==> src/rtl/waveshaper_pkg.sv <==
// Shared types, midscale constant and per-mode shaping function for the multi-voice waveshaper.
package waveshaper_pkg;

   localparam int unsigned PKG_SAMPLE_W = 8;
   localparam logic [PKG_SAMPLE_W-1:0] MIDSCALE = {1'b1, {(PKG_SAMPLE_W-1){1'b0}}};

   typedef enum logic [1:0] {
      SQUARE   = 2'b00,
      SAW      = 2'b01,
      TRIANGLE = 2'b10,
      REVSAW   = 2'b11
   } wave_mode_t;

   typedef enum logic [2:0] {
      IDLE,
      SETUP,
      DIV,
      SHAPE,
      COMMIT
   } state_t;

   // Map a scaled position onto the selected waveform.
   function automatic logic [PKG_SAMPLE_W-1:0] shape(input wave_mode_t m,
                                                     input logic [PKG_SAMPLE_W-1:0] s);
      logic [PKG_SAMPLE_W-1:0] fold;
      logic [PKG_SAMPLE_W-1:0] r;
      fold = {s[PKG_SAMPLE_W-2:0], 1'b0};
      case (m)
         SQUARE:   r = s[PKG_SAMPLE_W-1] ? '0 : '1;
         SAW:      r = s;
         TRIANGLE: r = s[PKG_SAMPLE_W-1] ? ~fold : fold;
         default:  r = ~s;
      endcase
      return r;
   endfunction

endpackage

==> src/rtl/frac_divider.sv <==
// Restoring divider: quot = (count << Q_W) / divider, saturating when the ratio is >= 1.
// Always runs Q_W step cycles after start so callers see a fixed latency.
module frac_divider
   import waveshaper_pkg::*;
#(
   parameter int unsigned CNT_W = 16,
   parameter int unsigned Q_W   = 8
) (
   input  logic             clk,
   input  logic             n_rst,
   input  logic             start_i,
   input  logic [CNT_W-1:0] count_i,
   input  logic [CNT_W-1:0] divider_i,
   output logic [Q_W-1:0]   quot_o,
   output logic             done_c_o
);

   localparam int unsigned STEP_W = $clog2(Q_W);

   logic [CNT_W-1:0]  rem_q, rem_d;
   logic [CNT_W-1:0]  div_q, div_d;
   logic [Q_W-1:0]    quot_q, quot_d;
   logic [STEP_W-1:0] step_q, step_d;
   logic              run_q, run_d;
   logic              sat_q, sat_d;
   logic              sat_c;
   logic [CNT_W:0]    rem_sh_c;

   // Load on start, then one shift/compare/subtract per cycle.
   always_comb begin
      rem_d    = rem_q;
      div_d    = div_q;
      quot_d   = quot_q;
      step_d   = step_q;
      run_d    = run_q;
      sat_d    = sat_q;
      sat_c    = (divider_i == '0) || (count_i >= divider_i);
      rem_sh_c = {rem_q, 1'b0};
      if (start_i) begin
         run_d  = 1'b1;
         step_d = '0;
         rem_d  = count_i;
         div_d  = divider_i;
         sat_d  = sat_c;
         quot_d = sat_c ? '1 : '0;
      end else if (run_q) begin
         step_d = step_q + STEP_W'(1);
         if (step_q == STEP_W'(Q_W-1)) begin
            run_d = 1'b0;
         end
         if (!sat_q) begin
            if (rem_sh_c >= {1'b0, div_q}) begin
               rem_d  = rem_sh_c[CNT_W-1:0] - div_q;
               quot_d = {quot_q[Q_W-2:0], 1'b1};
            end else begin
               rem_d  = rem_sh_c[CNT_W-1:0];
               quot_d = {quot_q[Q_W-2:0], 1'b0};
            end
         end
      end
   end

   // Divider state registers.
   always_ff @(posedge clk) begin
      if (!n_rst) begin
         rem_q  <= '0;
         div_q  <= '0;
         quot_q <= '0;
         step_q <= '0;
         run_q  <= 1'b0;
         sat_q  <= 1'b0;
      end else begin
         rem_q  <= rem_d;
         div_q  <= div_d;
         quot_q <= quot_d;
         step_q <= step_d;
         run_q  <= run_d;
         sat_q  <= sat_d;
      end
   end

   assign quot_o   = quot_q;
   assign done_c_o = run_q && (step_q == STEP_W'(Q_W-1));

endmodule

==> src/rtl/waveshaper_multi.sv <==
// N-channel waveshaper: one shared divider walks the channels each frame, results commit atomically.
module waveshaper_multi
   import waveshaper_pkg::*;
#(
   parameter int unsigned NUM_CH   = 4,
   parameter int unsigned CNT_W    = 16,
   parameter int unsigned SAMPLE_W = 8
) (
   input  logic                       clk,
   input  logic                       n_rst,
   input  logic                       sample_now,
   input  logic [NUM_CH*CNT_W-1:0]    divider,
   input  logic [NUM_CH*CNT_W-1:0]    count,
   input  logic [NUM_CH*2-1:0]        mode,
   input  logic [NUM_CH-1:0]          ch_enable,
   output logic [NUM_CH*SAMPLE_W-1:0] sample,
   output logic [SAMPLE_W-1:0]        mix,
   output logic                       sample_valid,
   output logic                       busy,
   output logic                       overrun
);

   localparam int unsigned CH_W  = $clog2(NUM_CH);
   localparam int unsigned SUM_W = SAMPLE_W + CH_W;

   state_t               state_q, state_d;
   logic [CH_W-1:0]      ch_q, ch_d;
   logic [CNT_W-1:0]     div_q    [NUM_CH];
   logic [CNT_W-1:0]     cnt_q    [NUM_CH];
   wave_mode_t           mode_q   [NUM_CH];
   logic [NUM_CH-1:0]    en_q;
   logic [SAMPLE_W-1:0]  shadow_q [NUM_CH];

   logic [NUM_CH*SAMPLE_W-1:0] sample_q;
   logic [SAMPLE_W-1:0]        mix_q;
   logic                       valid_q, busy_q, overrun_q;

   logic                       accept_c, start_c, wr_c, commit_c, last_c, done_c;
   logic [SAMPLE_W-1:0]        wdata_c, quot_c;
   logic [SUM_W-1:0]           sum_c;
   logic [NUM_CH*SAMPLE_W-1:0] shadow_flat_c;

   frac_divider #(
      .CNT_W (CNT_W),
      .Q_W   (SAMPLE_W)
   ) u_div (
      .clk       (clk),
      .n_rst     (n_rst),
      .start_i   (start_c),
      .count_i   (cnt_q[ch_q]),
      .divider_i (div_q[ch_q]),
      .quot_o    (quot_c),
      .done_c_o  (done_c)
   );

   assign last_c = (ch_q == CH_W'(NUM_CH-1));

   // Next-state and per-cycle control for the channel walk.
   always_comb begin
      state_d  = state_q;
      ch_d     = ch_q;
      accept_c = 1'b0;
      start_c  = 1'b0;
      wr_c     = 1'b0;
      commit_c = 1'b0;
      wdata_c  = SAMPLE_W'(MIDSCALE);
      case (state_q)
         IDLE: begin
            if (sample_now) begin
               accept_c = 1'b1;
               ch_d     = '0;
               state_d  = SETUP;
            end
         end
         SETUP: begin
            if (!en_q[ch_q]) begin
               wr_c    = 1'b1;
               state_d = last_c ? COMMIT : SETUP;
               ch_d    = last_c ? ch_q : ch_q + CH_W'(1);
            end else begin
               start_c = 1'b1;
               state_d = DIV;
            end
         end
         DIV: begin
            if (done_c) begin
               state_d = SHAPE;
            end
         end
         SHAPE: begin
            wr_c    = 1'b1;
            wdata_c = SAMPLE_W'(shape(mode_q[ch_q], PKG_SAMPLE_W'(quot_c)));
            state_d = last_c ? COMMIT : SETUP;
            ch_d    = last_c ? ch_q : ch_q + CH_W'(1);
         end
         COMMIT: begin
            commit_c = 1'b1;
            state_d  = IDLE;
         end
         default: state_d = IDLE;
      endcase
   end

   // Mixer sum and packed view of the shadow registers.
   always_comb begin
      sum_c         = '0;
      shadow_flat_c = '0;
      for (int i = 0; i < NUM_CH; i++) begin
         sum_c = sum_c + SUM_W'(shadow_q[i]);
         shadow_flat_c[i*SAMPLE_W +: SAMPLE_W] = shadow_q[i];
      end
   end

   // FSM state register.
   always_ff @(posedge clk) begin
      if (!n_rst) begin
         state_q <= IDLE;
         ch_q    <= '0;
      end else begin
         state_q <= state_d;
         ch_q    <= ch_d;
      end
   end

   // Snapshot, shadow and committed output registers.
   always_ff @(posedge clk) begin
      if (!n_rst) begin
         for (int i = 0; i < NUM_CH; i++) begin
            div_q[i]    <= '0;
            cnt_q[i]    <= '0;
            mode_q[i]   <= SQUARE;
            shadow_q[i] <= '0;
         end
         en_q      <= '0;
         sample_q  <= '0;
         mix_q     <= '0;
         valid_q   <= 1'b0;
         busy_q    <= 1'b0;
         overrun_q <= 1'b0;
      end else begin
         if (accept_c) begin
            for (int i = 0; i < NUM_CH; i++) begin
               div_q[i]  <= divider[i*CNT_W +: CNT_W];
               cnt_q[i]  <= count[i*CNT_W +: CNT_W];
               mode_q[i] <= wave_mode_t'(mode[i*2 +: 2]);
            end
            en_q <= ch_enable;
         end
         if (wr_c) begin
            shadow_q[ch_q] <= wdata_c;
         end
         if (commit_c) begin
            sample_q <= shadow_flat_c;
            mix_q    <= SAMPLE_W'(sum_c >> CH_W);
         end
         valid_q   <= commit_c;
         busy_q    <= (state_d != IDLE);
         overrun_q <= sample_now && (state_q != IDLE);
      end
   end

   assign sample       = sample_q;
   assign mix          = mix_q;
   assign sample_valid = valid_q;
   assign busy         = busy_q;
   assign overrun      = overrun_q;

endmodule

==> config.mk <==
export PLATFORM = sky130hd
export DESIGN_NAME = waveshaper_multi
export DESIGN_NICKNAME = d
export VERILOG_FILES = /design/src/rtl/waveshaper_pkg.sv /design/src/rtl/frac_divider.sv /design/src/rtl/waveshaper_multi.sv
export SDC_FILE = /design/constraint.sdc
export NUM_CORES = 1
export LEC_CHECK = 0
export CORE_ASPECT_RATIO = 1.5
export CORE_MARGIN = 2
export CORE_UTILIZATION = 45
export CTS_CLUSTER_SIZE = 10
export DETAILED_ROUTE_END_ITERATION = 7
export GPL_TIMING_DRIVEN = 0
export HOLD_SLACK_MARGIN = 0.05
export PLACE_DENSITY = 0.8
export RECOVER_POWER = 50
export SLEW_MARGIN = 20
export SYNTH_ARGS = -nofsm -noshare
export SYNTH_HDL_FRONTEND = slang
export SYNTH_SLANG_ARGS = --single-unit
==> constraint.sdc <==
create_clock -name clk -period 8.2 [get_ports clk]
set_clock_uncertainty 0.05 [all_clocks]
set_input_delay 1.23 -clock clk [delete_from_list [all_inputs] [get_ports clk]]
set_output_delay 1.23 -clock clk [all_outputs]
set_load 0.005 [all_outputs]
-- Yosys cells after proc, flatten, opt, wreduce, memory -nomap -nowiden
Memories as Yosys holds them, arrays and structs flattened. A register that Yosys moved wholly into a read port is not among the register bits.
Cells that the tools add are included.
- memories: 4
- bits of input ports: 143
- ROM bits: 0
- output and inout port bits: 43
- logic and storage cells: 129
- bits in latches: 0
- RAM bits: 168
- bits in registers: 97
- memory list (memory ; depth ; bits a word ; read ports ; clocked after Yosys merged registers in ; write ports ; RTL line ; source):
    cnt_q ; 4 ; 16 ; 1 ; 1 ; 4 ; waveshaper_multi.sv:29 ; logic [CNT_W-1:0] cnt_q [NUM_CH];
    div_q ; 4 ; 16 ; 1 ; 1 ; 4 ; waveshaper_multi.sv:28 ; logic [CNT_W-1:0] div_q [NUM_CH];
    shadow_q ; 4 ; 8 ; 4 ; 0 ; 4 ; waveshaper_multi.sv:32 ; logic [SAMPLE_W-1:0] shadow_q [NUM_CH];
    mode_q ; 4 ; 2 ; 1 ; 1 ; 4 ; waveshaper_multi.sv:30 ; wave_mode_t mode_q [NUM_CH];
- $lt $le $gt $ge: 3
- shifts and indexed selects: 0
- bitwise operators: 15
- add/subtract/negate cells: 6
- equal/unequal tests: 11
- reductions and logical operators: 14
- div/mod/pow operators: 0
- muxes and demuxes: 62
- $mul: 0
- operators with widths (cell ; number):
    $mux 16 ; 12
    $mux 8 ; 8
    $mux 2 ; 14
    $pmux 8 s3 ; 1
    $mux 1 ; 19
    $ge 17x16->1 ; 1
    $ge 16x16->1 ; 1
    $logic_not 16->1 ; 1
    $not 8->8 ; 2
    $sub 16x16->16 ; 1
    $mux 3 ; 4
    $or 1x1->1 ; 12
    $pmux 3 s4 ; 1
    $add 10x8->10 ; 1
    $add 9x8->10 ; 1
    $add 8x8->9 ; 1
    $reduce_bool 3->1 ; 3
    $reduce_or 8->1 ; 1
    $eq 3x2->1 const B ; 2
    $eq 3x3->1 const B ; 2
    $ne 2x2->1 const B ; 3
    $pmux 2 s3 ; 1
    $eq 2x2->1 const B ; 2
    $add 3x1->3 const B ; 1
    15 further kinds ; 16

-- Logic depth before layout (Yosys ltp)
- depth after elaboration: 9
- mapped depth: 13
- mapped depth without buffers: 13

-- Modules after synthesis
A second synthesis with hierarchy kept.
- cell total of the unflattened synthesis: 1188
- area total of the unflattened synthesis: 13346.6 sq um
- by module, submodules not included (module ; times used ; cells each ; area an instance (sq um) ; seq. area each (sq um)):
    waveshaper_multi ; 1 ; 777 ; 10049.6 ; 6125.9
    frac_divider ; 1 ; 411 ; 3296.9 ; 900.9

-- Least setup slack after synthesis
Ideal clock, no wire load.
- kind: input to register
- from: input n_rst
- to: memory cnt_q[0][0], enable pin
- setup time: 1.175 ns
- path buffers: 2
- required time: 6.975 ns
- cell stages on the path: 3
- data arrival time: 3.955 ns
- slack: 3.020 ns
- path through: clkbuf_1 clkbuf_1 nand2_1
- RTL lines (what ; RTL line ; source):
    from (decl) ; waveshaper_multi.sv:10 ; input logic n_rst,
    to (decl) ; waveshaper_multi.sv:29 ;

==> metrics.md <==
| Metric | Value |
|---|---|
| Pin count of the biggest net entering global routing | 62 |
| P&R area growth vs syn | 24.4% |
| Proportion of layout cells with a drive suffix above 1 | between 6 and 7% |
| Endpoint kind of the worst setup timing path | register |
| Effective utilization at floorplan | 45.8% |
| Count of flip-flops with a built-in enable after synthesis | roughly 170 |
| Register-to-Register Setup Slack | about 3.8 ns |
| Num rows | 76 |
| Worst Reg-to-Reg Cells | 12 |
| Initial antenna violation count | 0 |
| Buffers inserted by post-CTS timing repair | 0 |
| Net count, final | ~1,600 |
| Required time at the endpoint of the critical path | 8.57 ns |
| Slew at the pin closest to its max-slew limit | 0.962 ns |
| Final Slew Violations | 0 |
| Synthesized netlist cell count | 1,181 |
| Top Ports | roughly 190 |
| Clk pin slew, worst setup/hold paths | 0.06 ns |
| First-pass GRT wire length | 50,000 µm |
| Synth Cell Area | about 0.013 mm² |
| Share of the clock period used by the worst path | 53.2% |
| CP Launch Type | register |
| Cell taking the most area after synthesis | edfxtp_1 |
| Clock tree from TritonCTS | done |
| Setup total negative slack | 0 ns |
| Worst hold-check path type | register to register |
| Floorplan die area | around 0.031 mm² |
| Top-count cell post-synth | nand2_1 |
| Max Clk Rate | 0.229 GHz |
| Reported leakage power | 6.14 nW |
| Clock buffers created by TritonCTS | 30 |
| Floorplan core area | 0.0287 mm² |
| Worst Hold Depth | 2 |
| Ys async rst share | 0% |
| H-tree Lvls | 1 |
| Ratio of routed vias to standard cells | 5.18 |
| Maximum buffer depth of the clock tree | 3 |
| Number of synthesized register bits | 267 |
| Total Routing Usage GR | 21.4% |
| Synth Warn # | 0 |
| Unrepaired setup endpoints after global routing | no |
| Global placement routability congestion | 0.911 |
| Buffers on Ports | 184 |
| DPL Wire Length | 25,000 µm |
| Unique masters post-synth | 59 |
| Antenna diodes | 0 |
| Max Cap Viol | 0 |
| Total of hold buffers inserted after clock tree synthesis | 0 |
| Synth Area per Inst | 11.1 µm² |
| Resize count post-CTS | 0 |
| Final setup vio count | 0 |
| Mean routed wirelength per cell | 17.8 µm |
| Critical Path Fanout Max | 10 |
| First drt pass iteration count | 6 |
| Minimum clock period after layout | roughly 4.4 ns |
| Start point of the worst hold path | sample[26]$_SDFFE_PN0P_ |
| Synth top area share | 38.3% |
| Total via count after detailed routing | 9,381 |
| Total wirelength of the detailed-routed design | 32,200 µm |
| Pwr/cell area | 200 mW/mm² |
| DRC violation count after routing | 0 |
| Clock latency at the later pin of the worst-skew pair | about 0.58 ns |
| Total power consumption of the routed design | 3.27 mW |
| Clock sink count | 267 |
| Crit path arrival time | roughly 4.7 ns |
| Remaining global-route overflow | 0 |
| Vias in the first global route | 9,861 |
| Ranking of synthesized cells by area | edfxtp_1, dfxtp_1, and2_1 |
| Largest vdd supply drop | 0.168 mV |
| Outcome | complete, no violations |
| Setup CP Type | register to register |
| Overall die width | 144 µm |
| Final hold viol count | 0 |
| Initial drt markers | 402 |
| Post-route ant nets | 0 |
| Mapped Nets | around 1,400 |
| Die Span Y | 213 µm |
| Most used standard cells in the synthesized netlist | nand2_1, edfxtp_1, and2_1 |
| Most instantiated flip-flop cell in the synthesis netlist | edfxtp_1 |
| Worst relative slew slack | a little over a third |
| Root Buffer | clkbuf_16 |
| Post-synthesis sequential area ratio | between 50% and 60% |
-- layout make-up --
| class | instances | area, µm² |
|---|---|---|
| clock inverters | 1 | 16.3 |
| fillers | 2428 | 12300 |
| multi-input cells | 763 | 5510 |
| plain buffers | 61 | 269 |
| inverters | 90 | 338 |
| repair buffers | 186 | 1900 |
| well taps | 390 | 488 |
| clock buffers | 52 | 833 |
| flip-flops and latches | 267 | 7030 |
-- worst max-delay path: stages (launching register included) --
cell      delay, ns
dfxtp_1        0.31
clkbuf_1       0.36
clkbuf_1       0.56
clkbuf_1       0.62
mux4_2         0.51
ha_1           0.33
a21oi_1        0.12
o21ai_0        0.11
a21oi_1        0.17
o21ai_0        0.13
a22o_1         0.26
o41ai_4        0.56
nor2_1         0.11
-- stage by stage --
step,instance area (µm²),utilization (%),setup slack (ns),std cells,hold WS (ns)
2_1_floorplan,13200,-,3.02,1181,0.390
3_3_place_gp,15500,54.0,1.50,1755,0.401
3_5_place_dp,15600,54.2,4.23,1757,0.407
4_1_cts,16400,57.1,4.20,1810,0.414
5_1_grt,16400,57.0,3.58,1810,0.435
6_report,16400,57.0,3.84,1810,0.408
-- cell families after synthesis --
family | share of synthesized area [%]
and+or+nand+nor | 17.3
DFF | 53.4
AOI/OAI and AO/OA | 9.46
buffers and inverters | 4.68
adders and majority gates | 6.48
muxes | 6.76
xor gates and xnor gates | 2.00
-- layout by cell type (no fill, tap or decap), types with 3 or more instances in the layout --
master / count
a21boi_0: 61
a21o_1: 8
a21oi_1: 22
a221o_1: 7
a31oi_1: 13
and2_0: 69
and2_1: 75
and3_1: 4
buf_2: 7
buf_6: 3
clkbuf_1: 69
clkbuf_16: 30
clkdlybuf4s50_1: 167
dfxtp_1: 99
dlygate4sd3_1: 17
edfxtp_1: 168
fa_1: 17
ha_1: 41
inv_1: 90
mux2i_1: 9
mux4_2: 35
nand2_1: 182
nand2b_1: 7
nand3_1: 33
nor2_1: 50
nor2b_1: 19
nor3_1: 7
nor4_1: 4
o211ai_1: 10
o21a_1: 4
o21ai_0: 25
o31a_1: 3
xnor2_1: 26
xor2_1: 4
-- power by group --
group          switching (mW)  internal (mW)  total, mW
Sequential             0.0296           1.52       1.55
Combinational           0.277          0.255      0.532
Clock                   0.513          0.680       1.19
-- per-layer routing --
layer	GRT usage, %	wire length [µm]
met1	22.2	11400
met2	40.8	17500
met3	2.81	1410
met4	11.9	1830
met5	0	0
-- flip-flops by register name (all words and copies together), names as in the netlist, 16 cells and up, named ones only --
| name | flops |
|---|---|
| cnt_q | 64 |
| div_q | 64 |
| sample | 32 |
| shadow_q | 32 |
| u_div.div_q | 16 |
| u_div.rem_q | 16 |
-- final timing paths --
kind | end
hold / removal | sample[26]$_SDFFE_PN0P_
hold reg to reg | sample[26]$_SDFFE_PN0P_
setup reg to reg | u_div.sat_q$_SDFFE_PN0P_
setup / recovery | u_div.sat_q$_SDFFE_PN0P_
(Power assumes the default switching activity.)
